===== src/rtl/seg_scan_drv.sv =====
// seg_scan_drv: eight-digit multiplexed seven-segment driver with blink, minus and leading-zero suppression.
module seg_scan_drv #(
  parameter int NUM_DIGITS  = 8,
  parameter int SYNC_STAGES = 2
) (
  input  logic                    clk,
  input  logic                    rst,
  input  logic                    clk_scan,
  input  logic                    clk_blink,
  input  logic                    en,
  input  logic                    lz_en,
  input  logic [4*NUM_DIGITS-1:0] digits,
  input  logic [NUM_DIGITS-1:0]   dp_mask,
  input  logic [NUM_DIGITS-1:0]   blink_mask,
  input  logic [NUM_DIGITS-1:0]   minus_mask,
  output logic [NUM_DIGITS-1:0]   an,
  output logic [6:0]              seg,
  output logic                    dp
);
  logic [SYNC_STAGES-1:0]  scan_sync, blink_sync;
  logic                    scan_d, tick, blink_s, first_load, load;
  logic [2:0]              idx;
  logic [4*NUM_DIGITS-1:0] f_digits;
  logic [NUM_DIGITS-1:0]   f_dp, f_blink, f_minus;
  logic [NUM_DIGITS-1:0]   an_n;
  logic [6:0]              seg_n;
  logic                    dp_n, blank, zero_up;
  logic [3:0]              nib;

  function automatic logic [6:0] hex7(input logic [3:0] n);
    case (n)
      4'h0: hex7 = 7'h3F;
      4'h1: hex7 = 7'h06;
      4'h2: hex7 = 7'h5B;
      4'h3: hex7 = 7'h4F;
      4'h4: hex7 = 7'h66;
      4'h5: hex7 = 7'h6D;
      4'h6: hex7 = 7'h7D;
      4'h7: hex7 = 7'h07;
      4'h8: hex7 = 7'h7F;
      4'h9: hex7 = 7'h6F;
      4'hA: hex7 = 7'h77;
      4'hB: hex7 = 7'h7C;
      4'hC: hex7 = 7'h39;
      4'hD: hex7 = 7'h5E;
      4'hE: hex7 = 7'h79;
      default: hex7 = 7'h71;
    endcase
  endfunction

  assign tick    = scan_sync[SYNC_STAGES-1] & ~scan_d;
  assign blink_s = blink_sync[SYNC_STAGES-1];
  // The frame reloads at the end of every scan and once right after reset so the first frame is live.
  assign load    = tick & ((idx == 3'd7) | first_load);
  assign nib     = f_digits[{idx, 2'b00} +: 4];

  always_ff @(posedge clk) begin
    if (rst) begin
      scan_sync  <= '0;
      blink_sync <= '0;
      scan_d     <= 1'b0;
      idx        <= '0;
      first_load <= 1'b1;
      f_digits   <= '0;
      f_dp       <= '0;
      f_blink    <= '0;
      f_minus    <= '0;
      an         <= '0;
      seg        <= '0;
      dp         <= 1'b0;
    end else begin
      scan_sync  <= {scan_sync[SYNC_STAGES-2:0], clk_scan};
      blink_sync <= {blink_sync[SYNC_STAGES-2:0], clk_blink};
      scan_d     <= scan_sync[SYNC_STAGES-1];
      if (tick) idx <= idx + 3'd1;
      if (load) begin
        first_load <= 1'b0;
        f_digits   <= digits;
        f_dp       <= dp_mask;
        f_blink    <= blink_mask;
        f_minus    <= minus_mask;
      end
      an  <= an_n;
      seg <= seg_n;
      dp  <= dp_n;
    end
  end

  // A digit is a leading zero only if it and everything to its left is zero with no minus sign.
  always_comb begin
    zero_up = 1'b1;
    for (int k = 0; k < NUM_DIGITS; k++)
      if (k >= int'(idx) && (f_digits[4*k +: 4] != 4'd0 || f_minus[k])) zero_up = 1'b0;
    blank = ~en | (f_blink[idx] & blink_s);
    an_n  = blank ? '0 : {{(NUM_DIGITS-1){1'b0}}, 1'b1} << idx;
    seg_n = blank ? 7'h00 :
            f_minus[idx] ? 7'h40 :
            (lz_en && idx != 3'd0 && zero_up) ? 7'h00 : hex7(nib);
    dp_n  = ~blank & f_dp[idx];
  end
endmodule


===== config.mk =====
export PLATFORM = sky130hd
export DESIGN_NAME = seg_scan_drv
export DESIGN_NICKNAME = d
export VERILOG_FILES = /design/src/rtl/seg_scan_drv.sv
export SDC_FILE = /design/constraint.sdc
export NUM_CORES = 1
export LEC_CHECK = 0
export BUFFER_PORTS_ARGS = -buffer_cell sky130_fd_sc_hd__buf_4
export CAP_MARGIN = 20
export CORE_MARGIN = 5
export CORE_UTILIZATION = 54
export DETAILED_ROUTE_END_ITERATION = 12
export PLACE_DENSITY = 0.79
export SETUP_SLACK_MARGIN = 0.5
export SLEW_MARGIN = 20
export SYNTH_ARGS = -nofsm -noshare
export SYNTH_HDL_FRONTEND = slang
export SYNTH_SLANG_ARGS = --single-unit

===== constraint.sdc =====
create_clock -name clk -period 2.95 [get_ports clk]
set_clock_uncertainty 0.15 [all_clocks]
set_input_delay 0.1475 -clock clk [delete_from_list [all_inputs] [get_ports clk]]
set_output_delay 0.1475 -clock clk [all_outputs]
set_load 0.02 [all_outputs]

======== After elaboration in Yosys (flattened, before gate mapping) ========
Memory sizes are Yosys's and may differ from the RTL's.
Index checks and enable logic that the tools add are counted.
word-level totals
  word-level logic and storage cells ...... 79
  input port bits ......................... 62
  output and inout bits ................... 16
  memories ................................ 1
  register bits ........................... 81
  ROM bits ................................ 112
memory list
  memory           words  width  rd ports  clocked after memory_dff  wr ports  line  source
  (no name shown)  16     7      1         0                         0         31    case (n)
operators by class
  reduce and logical (&&, ||, !) cells .... 28
  mux-type cells .......................... 16
  add/sub/neg operators ................... 1
  eq/ne operators ......................... 1
  shift-type cells ........................ 2
  $lt $le $gt $ge ......................... 8
  bitwise operators ....................... 9
operators by type and width
  kind                                                 number
  nonzero test 4 bit                                   8
  indexed part select 32 x 6 -> 4 bit                  1
  2-to-1 mux 7 bit                                     2
  2-to-1 mux 1 bit                                     11
  binary-select mux 1 bit (select 3 bit)               3
  >= comparator 3 bit (first input constant)           3
  logical AND 1 bit                                    9
  logical OR 1 bit                                     8
  << shifter 1 x 3 -> 8 bit (first input constant)     1
  >= comparator 1 x 3 -> 1 bit (first input constant)  2
  >= comparator 2 x 3 -> 1 bit (first input constant)  2
  bitwise AND 1 bit                                    4
  < comparator 3 x 4 -> 1 bit (second input constant)  1
  OR reduction 4 bit                                   1
  adder 3 x 1 -> 3 bit (second input constant)         1
  == test 3 bit (second input constant)                1
  NOT 1 bit                                            3
  nonzero test 3 bit                                   1
  OR 1 bit                                             2
  OR reduction 2 bit                                   1

======== Depth between registers and ports, before layout ========
  depth after elaboration ................. 14
  mapped depth ............................ 9
  depth with buffers taken out ............ 7

======== Worst setup path after synthesis ========
Ideal clock, no wire load.
  path type ............................... register -> register
  start point ............................. register idx[1]
  end point ............................... register seg[4]
  data arrival time ....................... 2.359 ns
  path slack .............................. 0.300 ns
  cell stages (with the launch flop) ...... 9
  clock period less this slack ............ 2.650 ns
  library setup time ...................... 0.141 ns
  path buffers ............................ 1
  required time ........................... 2.659 ns
  cell sequence ........................... dfxtp_1 -> clkbuf_1 -> inv_2 -> ha_1 -> or4_1 -> nor3_1 -> a41oi_1 -> o41ai_4 -> nor3_2
on the way
  longest elaborated chain between the ends .. 12
  elaborated cells on any way between the ends .. 34
  classes of those cells .................. order compare (7); shift (1); mux (12); bitwise (2); reduce/logical (11); memory (1)
RTL lines
  item                           line  source
  from (decl)                    22    logic [2:0] idx;
  from (signal assigned)         75    if (tick) idx <= idx + 3'd1;
  >= comparator 1 x 3 -> 1 bit   93    if (k >= int'(idx) && (f_digits[4*k +: 4] != 4'd0 || f_minus[k])) zero_up = 1'b0;
  logical AND 1 bit              93
  2-to-1 mux 1 bit (8 in a row)  93
  logical AND 1 bit              98    (lz_en && idx != 3'd0 && zero_up) ? 7'h00 : hex7(nib);
  OR reduction 4 bit (no line)   --
  to (signal assigned)           84    seg <= seg_n;
  to (decl)                      17    output logic [6:0] seg,
Several ways; a longest one is shown, not always the timed one. The select of a mux whose other input is x is not followed.
A chain may end at the register's enable or synchronous reset.

======== Worst setup path after layout ========
  start point ............................. register idx[0]
  end point ............................... register seg[0]
The elaborated chain is that of the path after synthesis.

==> results.tsv <==
metric	value	unit
Async S/R FF share, synth	0	%
synth top area cells	dfxtp_1 (45%), nand2_1 (12%), a21oi_1 (8.7%), mux4_1 (6.5%), ha_1 (4.1%)	
DRT Pass-1 Iters	5	
Worst setup SP type	register	
synth unique cells	42	
Worst Path Arrival	2.60	ns
f_max	0.3998	GHz
Routed WL	10.69	mm
Slew Limit Fails	0	
CTS tree	built	
wire per inst	17.49	µm
minimum clock period	2.501	ns
core box area	0.006459	mm²
IO Pins	78	
Max VDD drop	0.0004744	V
placed insts	529	
most common cell after layout, fill and taps aside	nand2_1	
max-cap violation count	0	
worst slew pin tran	0.7541	ns
setup slack, reg-to-reg	0.45	ns
Yosys top cell area share	44.66	%
Mapped Nets	470	
register area share after synthesis	44.66	%
antenna violations before repair	0	
number of synthesized flops with an enable pin	0	
largest net degree at the start of global routing	68	
Worst setup EP type	register	
max_slew headroom	49.62	%
number of global-route vias before repair	3433	
Worst Setup SP	idx[0]	
cell area after synthesis	0.003631	mm²
proportion of layout cells with a drive suffix above 1	27.15	%
Die Y	92	µm
Synthesis Warnings	0	
initial drt markers	299	
Min-Delay Path Class	input port to register	
clock sinks	81	
Synth Flop Type	dfxtp_1	
fillcell total	380	
die span in x	92	µm
gpl congestion	0.8602	
H-tree depth	3	
Die Area	0.008464	mm²
Tcrit/Tclk final	84.78	%
count of final hold-check violations	0	
Starting Density	56.22	%
root buffer cell	clkbuf_8	
Port Buffers	77	
fin worst setup slack	0.4491	ns
RSZ-0062 raised after global routing	yes	
ANT nets after route	0	
Clk pin slew, worst setup/hold paths	0.08	ns
CTS buffer count	9	
via-per-instance ratio	5.781	
Sequential Area	0.001630	mm²
Max Root-Sink Buffers	2	
Final setup viols	0	
first-pass GRT wire length	16.21	mm
CP max FO	6	
most frequent cells in the layout	nand2_1 (115), buf_4 (87), dfxtp_1 (78), a21oi_1 (63), dlygate4sd3_1 (58)	
Post-Syn Instances	396	
Static Leak	2.111	nW
RR Startpoint	idx[0]	
Pwr Density	467.7	mW/mm²
DRC	0	
Layout area overhead	41.87	%
Synth area leader	dfxtp_1	
WS Path Type	register to register	
gr ovfl total	0	
reg2reg path depth	6	
vias after detailed routing	3532	
Critical Path RT	3.05	ns
DP HPWL	6.184	mm
RR Endpoint	seg[0]	
Clk Latency, worst-skew pair	0.35	ns
# nets final	603	
Hold Slack	0.1142	ns
crit path capture	seg[0]	
non-filler cells, final	611	
Synth Area per Inst	9.169	µm²
Total GRT Usage	23.93	%
#FFs+latches synth	81	
dpl ws	0.1628	ns
multi-input logic area	0.001908	mm²
Post-Route Setup TNS	0	ns
row count	29	
ant diodes	0	
status	complete, no violations	
## registers in the layout, summed over array words and instances (netlist names), 2 cells and up
signal and count:
scan_sync 2, f_blink 8, idx 3, blink_sync 2, f_minus 8, f_digits 32, an 8, f_dp 8
seg 7
## worst min-delay path by stage
stage | from | to | slack (ns) | cells after the start
2_1_floorplan | clk_blink | blink_sync[0] | 0.13 | 1
3_3_place_gp | clk_scan | scan_sync[0] | 0.21 | 2
3_5_place_dp | clk_blink | blink_sync[0] | 0.22 | 2
4_1_cts | en | dp | 0.12 | 4
5_1_grt | en | dp | 0.12 | 4
6_report | en | dp | 0.11 | 4
## layout make-up
type	instances	area share [%]
clock buffer	10	2.478
clock inverter	6	1.773
inverter	8	0.5829
multi-input combinational	281	37.04
sequential	81	31.65
tap	77	1.870
timing repair buffer	148	24.61
## cell families (layout without fill, tap and decap cells)
| logic type | Yosys count | count (layout) | share of synthesized area, % |
|---|---|---|---|
| simple gates | 162 | 162 | 19.43 |
| mux | 22 | 22 | 12.16 |
| fa+ha+maj | 12 | 12 | 4.135 |
| buf+inv | 34 | 172 | 4.204 |
| xor+xnor | 1 | 1 | 0.2413 |
| flops | 81 | 81 | 44.66 |
| compound gates | 84 | 84 | 15.16 |
## timing repair
item | CTS | global route
buffers inserted | 4 | 4
endpoints found under the setup margin | 7 | 7
hold endpoints to repair | 58 | 0
pin swaps | 2 | 1
gates resized for setup | 8 | 9
hold buffers | 58 | 0
## layer usage
layer,track usage [%],up-vias,wire (µm)
met5,0,-,0
li1,-,1632,-
met2,41.67,190,5376
met3,5.974,45,783
met4,11.01,0,436
met1,27.68,1665,4091
## worst max-delay path, stage by stage (launching register included)
cell,delay (ns)
dfxtp_4,0.41
mux4_1,0.63
mux2_4,0.32
a2111oi_4,0.37
o41ai_4,0.16
buf_6,0.17
a2111oi_4,0.18
## cell usage after synthesis (2+ instances only)
library cell,count
and2_1,9
buf_1,3
ha_1,12
inv_1,7
o21ai_0,4
mux4_2,5
mux4_1,9
clkbuf_1,20
dfxtp_1,81
or4_1,7
nor3_1,4
nor2b_1,9
nor2_1,13
nand2_1,115
o21a_1,2
mux2_2,6
a2111oi_4,2
a211oi_2,2
a21oi_1,63
## report_power, final
group / switching [mW] / leakage [nW] / total, mW / internal (mW)
clock: 0.407 / 0.0991 / 0.887 / 0.480
combinational: 0.161 / 1.35 / 0.360 / 0.198
sequential: 0.0321 / 0.662 / 1.16 / 1.13
## stage by stage
step | utilization (%) | cell area, µm² | power [mW]
2_1_floorplan | - | 3649 | 1.342
3_3_place_gp | 65.79 | 4249 | 1.446
3_5_place_dp | 65.79 | 4249 | 1.452
4_1_cts | 78.83 | 5091 | 2.394
5_1_grt | 79.76 | 5151 | 2.507
6_report | 79.76 | 5151 | 2.409
No activity file was read; power rests on OpenSTA's default activity.
